===== src/rtl/multi_cycle_control_unit.sv =====
// multi_cycle_control_unit: sequences instructions through fetch/decode/execute/memory/writeback for a multi-cycle datapath
//   in_clk, in_rst_n      : clock (rising edge), asynchronous active-low reset
//   in_run                : start/resume, sampled only in IDLE
//   in_op_code            : opcode from the instruction register, valid in DECODE
//   in_imem_ready         : instruction word available (FETCH handshake)
//   in_dmem_ack           : data memory access complete (MEM handshake)
//   out_imem_req, out_ir_ld, out_pc_en                 : fetch-side strobes
//   out_reg_file_wr_en, out_alu_op_sel, out_wb_sel     : datapath controls
//   out_dmem_rd, out_dmem_wr                           : data memory requests
//   out_halted, out_illegal, out_mem_err               : status
//   out_instr_count                                    : retired-instruction count (wraps)
module multi_cycle_control_unit #(
    parameter int OPCODE_W    = 5,
    parameter int CNT_W       = 16,
    parameter int MEM_TIMEOUT = 16
) (
    input  logic                in_clk,
    input  logic                in_rst_n,
    input  logic                in_run,
    input  logic [OPCODE_W-1:0] in_op_code,
    input  logic                in_imem_ready,
    input  logic                in_dmem_ack,
    output logic                out_imem_req,
    output logic                out_ir_ld,
    output logic                out_pc_en,
    output logic                out_reg_file_wr_en,
    output logic [1:0]          out_alu_op_sel,
    output logic                out_wb_sel,
    output logic                out_dmem_rd,
    output logic                out_dmem_wr,
    output logic                out_halted,
    output logic                out_illegal,
    output logic                out_mem_err,
    output logic [CNT_W-1:0]    out_instr_count
);
    typedef enum logic [2:0] {S_IDLE, S_FETCH, S_DECODE, S_EXEC, S_MEM, S_WB} state_t;
    localparam int WAIT_W = $clog2(MEM_TIMEOUT);
    localparam logic [OPCODE_W-1:0] OP_ADD   = OPCODE_W'(1);
    localparam logic [OPCODE_W-1:0] OP_OR    = OPCODE_W'(4);
    localparam logic [OPCODE_W-1:0] OP_LOAD  = OPCODE_W'(5);
    localparam logic [OPCODE_W-1:0] OP_STORE = OPCODE_W'(6);
    localparam logic [OPCODE_W-1:0] OP_HALT  = OPCODE_W'(7);
    state_t              r_state;
    logic [OPCODE_W-1:0] r_op;
    logic [WAIT_W-1:0]   r_wait;
    logic                r_mem_err;
    logic [CNT_W-1:0]    r_count;
    logic                w_is_alu;
    logic                w_is_mem;
    logic                w_load;
    logic                w_wait_last;
    logic                w_retire;
    assign w_is_alu    = in_op_code >= OP_ADD && in_op_code <= OP_OR;
    assign w_is_mem    = in_op_code == OP_LOAD || in_op_code == OP_STORE;
    assign w_load      = r_op == OP_LOAD;
    // r_wait counts earlier ack-free MEM cycles, so the current one is the last allowed
    assign w_wait_last = r_wait == WAIT_W'(MEM_TIMEOUT - 1);
    // NOP, HALT and illegal opcodes retire at decode; LOAD retires on leaving WB
    assign w_retire = r_state == S_EXEC || r_state == S_WB ||
                      (r_state == S_MEM && in_dmem_ack && !w_load) ||
                      (r_state == S_DECODE && !w_is_alu && !w_is_mem);
    always_ff @(posedge in_clk or negedge in_rst_n) begin
        if (!in_rst_n) begin
            r_state   <= S_IDLE;
            r_op      <= '0;
            r_wait    <= '0;
            r_mem_err <= 1'b0;
            r_count   <= '0;
        end else begin
            if (w_retire) r_count <= r_count + 1'b1;
            case (r_state)
                S_IDLE: if (in_run) begin
                    r_state   <= S_FETCH;
                    r_mem_err <= 1'b0;
                end
                S_FETCH: if (in_imem_ready) r_state <= S_DECODE;
                S_DECODE: begin
                    r_op    <= in_op_code;
                    r_wait  <= '0;
                    r_state <= w_is_alu ? S_EXEC :
                               w_is_mem ? S_MEM :
                               in_op_code == OP_HALT ? S_IDLE : S_FETCH;
                end
                S_EXEC, S_WB: r_state <= S_FETCH;
                S_MEM: begin
                    // an ack in the final allowed cycle still completes normally
                    if (in_dmem_ack) r_state <= w_load ? S_WB : S_FETCH;
                    else if (w_wait_last) begin
                        r_state   <= S_IDLE;
                        r_mem_err <= 1'b1;
                    end else r_wait <= r_wait + 1'b1;
                end
                default: r_state <= S_IDLE;
            endcase
        end
    end
    assign out_halted         = r_state == S_IDLE;
    assign out_imem_req       = r_state == S_FETCH;
    assign out_ir_ld          = r_state == S_FETCH && in_imem_ready;
    assign out_pc_en          = r_state == S_DECODE;
    assign out_illegal        = r_state == S_DECODE && in_op_code > OP_HALT;
    assign out_reg_file_wr_en = r_state == S_EXEC || r_state == S_WB;
    // ADD..OR are 1..4, so the low two bits minus one give 0..3
    assign out_alu_op_sel     = r_state == S_EXEC ? r_op[1:0] - 2'd1 : 2'd0;
    assign out_wb_sel         = r_state == S_WB;
    assign out_dmem_rd        = r_state == S_MEM && w_load;
    assign out_dmem_wr        = r_state == S_MEM && r_op == OP_STORE;
    assign out_mem_err        = r_mem_err;
    assign out_instr_count    = r_count;
endmodule


===== config.mk =====
export PLATFORM = sky130hd
export DESIGN_NAME = multi_cycle_control_unit
export DESIGN_NICKNAME = d
export VERILOG_FILES = /design/src/rtl/multi_cycle_control_unit.sv
export SDC_FILE = /design/constraint.sdc
export NUM_CORES = 1
export LEC_CHECK = 0
export ABC_AREA = 1
export BUFFER_PORTS_ARGS = -buffer_cell sky130_fd_sc_hd__buf_2
export CORE_MARGIN = 3
export CORE_UTILIZATION = 49
export DETAILED_ROUTE_END_ITERATION = 10
export PLACE_DENSITY = 0.76
export SYNTH_ARGS = -nofsm -noshare
export SYNTH_HDL_FRONTEND = slang
export SYNTH_SLANG_ARGS = --single-unit
export TNS_END_PERCENT = 20

===== constraint.sdc =====
create_clock -name in_clk -period 1.4 [get_ports in_clk]
set_input_delay 0.21 -clock in_clk [delete_from_list [all_inputs] [get_ports in_clk]]
set_output_delay 0.21 -clock in_clk [all_outputs]
set_load 0.02 [all_outputs]

---- Yosys cells after proc, flatten, opt, wreduce, memory -nomap -nowiden ----
Cells that the tools add are included.
operators by class
  add/sub/neg operators ................... 3
  $lt $le $gt $ge ......................... 3
  eq/ne operators ......................... 17
  muxes and demuxes ....................... 17
  reduce and logical (&&, ||, !) cells .... 23
operator list
  kind                                                                              number
  5-bit by 3-bit == test with 1-bit output, second input constant                   5
  3-bit two-way mux                                                                 7
  16-bit by 1-bit adder with 16-bit output, second input constant                   1
  3-bit case mux with 5 select lines                                                1
  2-bit inequality test, second input constant                                      5
  1-bit logical AND                                                                 9
  4-bit two-way mux                                                                 2
  4-bit case mux with 2 select lines                                                1
  3-bit by 2-bit == test with 1-bit output, second input constant                   2
  3-bit == test, second input constant                                              2
  3-bit AND reduction                                                               2
  5-bit by 1-bit >= comparator with 1-bit output, second input constant             1
  5-bit by 3-bit > comparator with 1-bit output, second input constant              1
  5-bit by 3-bit less-or-equal comparator with 1-bit output, second input constant  1
  4-bit by 1-bit adder with 4-bit output, second input constant                     1
  4-bit == test, second input constant                                              1
  1-bit logical OR                                                                  4
  1-bit two-way mux                                                                 4
  4-bit AND reduction                                                               1
  2-bit nonzero test                                                                2
  3-bit by 1-bit == test with 1-bit output, second input constant                   1
  1-bit logical NOT                                                                 3
  3-bit logical NOT                                                                 1
  3-bit inequality test, second input constant                                      1
  other kinds (4)                                                                   4
storage, ports and cells
  register bits ........................... 29
  input port bits ......................... 10
  word-level logic and storage cells ...... 68

---- Logic depth before layout (Yosys ltp) ----
  depth after elaboration ................. 6
  mapped depth ............................ 10
  depth with buffers taken out ............ 9

---- Worst setup path after synthesis ----
Ideal clock, no wire load.
  path type ............................... reg-to-output
  start point ............................. register r_state[1]
  end point ............................... output port out_ir_ld
  arrival time ............................ 1276 ps
  path slack .............................. -86 ps
  cell stages (with the launch flop) ...... 6
  path buffers ............................ 0
  cell sequence ........................... dfrtp_1 -> inv_1 -> nand2_1 -> nor2_1 -> inv_1 -> nor2_1
between the ends
  word-level cells in the longest chain between the ends .. 2
RTL lines
  what                                      line  source
  start, declared                           43    state_t r_state;
  start signal, assigned                    80    r_state <= w_is_alu ? S_EXEC :
  start signal, assigned                    87    if (in_dmem_ack) r_state <= w_load ? S_WB : S_FETCH;
  3-bit by 1-bit == test with 1-bit output  n/a
  net out_imem_req                          23    output logic out_imem_req,
  1-bit logical AND                         99    assign out_ir_ld = r_state == S_FETCH && in_imem_ready;
  end, declared                             24    output logic out_ir_ld,
The timed path passes the listed nets, and every way through them passes these cells.

---- Final worst setup path ----
  start point ............................. register r_state[1]
  end point ............................... output port out_dmem_wr
between the ends
  word-level cells in the longest chain between the ends .. 2
RTL lines
  what               line  source
  3-bit == test      107   assign out_dmem_wr = r_state == S_MEM && r_op == OP_STORE;
  1-bit logical AND  107
  end, declared      30    output logic out_dmem_wr,
Every way passes these cells.

==> results.cfg <==
[synth]
syn_avg_cell_area_um2 = 6.99
synth_area_um2 = 1800
synth_ff_type = dfrtp_1
synth_compound_area_frac = 0.0474
synth.area.mux_share = 0
ys_types = 25
synth_top_family_by_area = simple AND/OR/NAND/NOR gates
synth_simple_gate_area_frac = 0.405
synth_common_cells = 89 x nand2_1, 34 x nor2_1, 32 x nand3_1, 29 x dfrtp_1, 26 x inv_1
ys_ff_latch = 29
synth_adder_area_share = 0.0279
synthCells = 257
yosysSeqAreaShare = 0.404
synthXorXnorAreaFrac = 0.0390
synth_enable_flop_cells = 0
yosysTopAreaCell = dfrtp_1
synth_fp_nets = 271
ys_warn_count = 0
synth_top_area_share = 0.404
async_flop_share = 1.00
synth_most_common_cell = nand2_1
synthTopCellsByArea = dfrtp_1 40%, nand2_1 19%, nand3_1 8.9%, nor2_1 7.1%, inv_1 5.4%

[floorplan]
coreArea_um2 = 3440
die-area_um2 = 4430
pin_count = 38
start_util = 0.522
die_h_um = 66.5
rows = 21
die_x_um = 66.5

[drt]
vias = 1968
drt_iter0_drc = 111
post-route-drc-count = 0
wirelength_met1_um = 2310
postRouteAntennaNets = 0
dr_wl_met3_um = 294
dr.max_layer_used = met4
routed-wl-met2_um = 2630
wire_per_inst_um = 14.3
drtPass1Iterations = 4
wl_um = 5340
viasPerCell = 5.29

[critical_path]
crit_required_ps = 1190
critical_path_class = reg -> out
start_kind = flip-flop
end_kind = primary output
worstPathArrival_ps = 1400
cp_max_fo = 4

[cells_and_area]
diodes = 0
fin_nets = 339
layout-drive-gt1-share = 0.331
final_cells = 372
syn_to_final_growth_pct = 40.5

[sta]
whs_ps = 130
slew_viol_final = 0
fmax_ghz = 0.622
fin_ws_ps = -207
min_period_ps = 1610
setup_viol = 25
tightest_slew_ps = 402
fin_crit_sh = 1.15
rsz0062_at_grt = yes
slew_headroom = 0.731
finalHoldViolCount = 0
fin_worst_skew_ps = 6.04

[cts]
cts_htree_levels = 2
cts_root_buf = clkbuf_8
cts_sinks = 29
tritoncts = done
cts_max_path_buffers = 2
cts.clk_slew.worst_paths_ps = 60
worstSkewPairLatency_ps = 280
cts_buffers = 5

[job]
drv_cap = 0

[global_route]
globalRoute.totalOverflow = 0
grt_pass1_vias = 1765
antenna_found_initial = 0
grt_pass1_wl_um = 7580
grt_max_degree = 30
grt_use_total = 0.226

[power_and_ir_drop]
powerDensity_nw_per_um2 = 1560
p_leak_uw = 0.00130
peakVddDrop_mv = 1.06

[placement]
hpwl_um = 3120
dp.cells = 352
port_buffers = 37
routabilityCongestion = 0.839

[worst_hold_path]
min_path_type = in -> reg

[outcome]
violations = negative setup slack
status = finished with violations
layout by cell type, fill, tap and decap left out, types with 2 or more instances in the layout:
cell       n
nand4_1    5
nor2_2     5
nor2_1    27
clkbuf_8   5
nand2_4    2
ha_1       2
o21ai_0    9
xnor2_1    4
xor2_1     4
o21ai_1    2
dfrtp_1   27
nand3_2    8
clkinv_2   2
nand2_2    4
inv_2      5
nand2_1   84
nand3_1   26
buf_2     27
nor2_4     5
dfrtp_2    2
buf_6      8
ha_4       2
buf_4     27
inv_1     21
registers in the layout (all words and copies together), names as in the netlist:
| name | flops |
|---|---|
| r_wait | 4 |
| out_mem_err | 1 |
| r_op | 5 |
| out_instr_count | 16 |
| r_state | 3 |
routing by layer:
metal | track usage | vias to the layer above
met4 | 0.104 | 0
met5 | 0 | -
met1 | 0.284 | 933
li1 | - | 952
met2 | 0.361 | 69
met3 | 0.0607 | 14
area by class of cell:
type / count / area [µm²]
clock inverters: 2 / 10.0
well taps: 46 / 57.6
flip-flops and latches: 29 / 728
clock buffers: 6 / 72.6
fillers: 246 / 920
multi-input cells: 197 / 1070
inverters: 27 / 104
repair buffers: 65 / 483
power breakdown:
| group | switching [µW] | leakage, µW | internal (µW) | total (µW) |
|---|---|---|---|---|
| Clock | 313 | 0.0000450 | 343 | 656 |
| Sequential | 172 | 0.000384 | 1020 | 1200 |
| Combinational | 1230 | 0.000870 | 850 | 2080 |
critical path: stages, from the launching register on:
cell and delay, ps:
dfrtp_1 440, nor2_2 210, nand2_2 140, nor3_2 150, buf_4 170
cells by family (layout without fill, tap and decap cells):
kind of cell	Yosys count	after routing
compound gates	15	15
xor+xnor	8	8
fa+ha+maj	4	4
buf+inv	32	100
flops	29	29
simple gates	169	170
final timing paths:
| check | from | to | slack, ps | cells after the start |
|---|---|---|---|---|
| setup / recovery | r_state[1]$_DFFE_PN0P_ | out_dmem_wr | -210 | 4 |
| hold / removal | in_run | out_mem_err$_DFFE_PN0P_ | 130 | 2 |
| setup reg to reg | r_op[0]$_DFFE_PN0P_ | out_instr_count[6]$_DFFE_PN0P_ | -190 | 10 |
| hold reg to reg | r_op[2]$_DFFE_PN0P_ | r_op[2]$_DFFE_PN0P_ | 500 | 2 |
| max in group asynchronous | in_rst_n | r_state[2]$_DFFE_PN0P_ | 630 | 3 |
| min in group asynchronous | in_rst_n | out_instr_count[11]$_DFFE_PN0P_ | 470 | 3 |
what timing repair did:
| item | in CTS | in global routing |
|---|---|---|
| hold buffers | 1 | 0 |
| gates cloned | 0 | 2 |
| buffers inserted | 4 | 7 |
| pin swaps | 5 | 12 |
| resized for setup | 10 | 45 |
| endpoints found under the setup margin | 13 | 32 |
| endpoints found under the hold margin | 29 | 0 |
metrics by stage:
stage / TNS (ps) / total power [µW] / setup slack (ps) / utilization / area (µm²)
final: -3820 / 3930 / -207 / 0.733 / 2520
after global routing: -6320 / 4180 / -285 / 0.733 / 2520
after CTS: -3370 / 3440 / -197 / 0.670 / 2310
after detailed placement: -6.40 / 2670 / -4.70 / 0.623 / 2140
after global placement: 0 / 2640 / 36.0 / 0.623 / 2140
after floorplan: -147 / 2170 / -65.2 / - / 1800
Note: power is estimated with default switching activity, not from simulation.
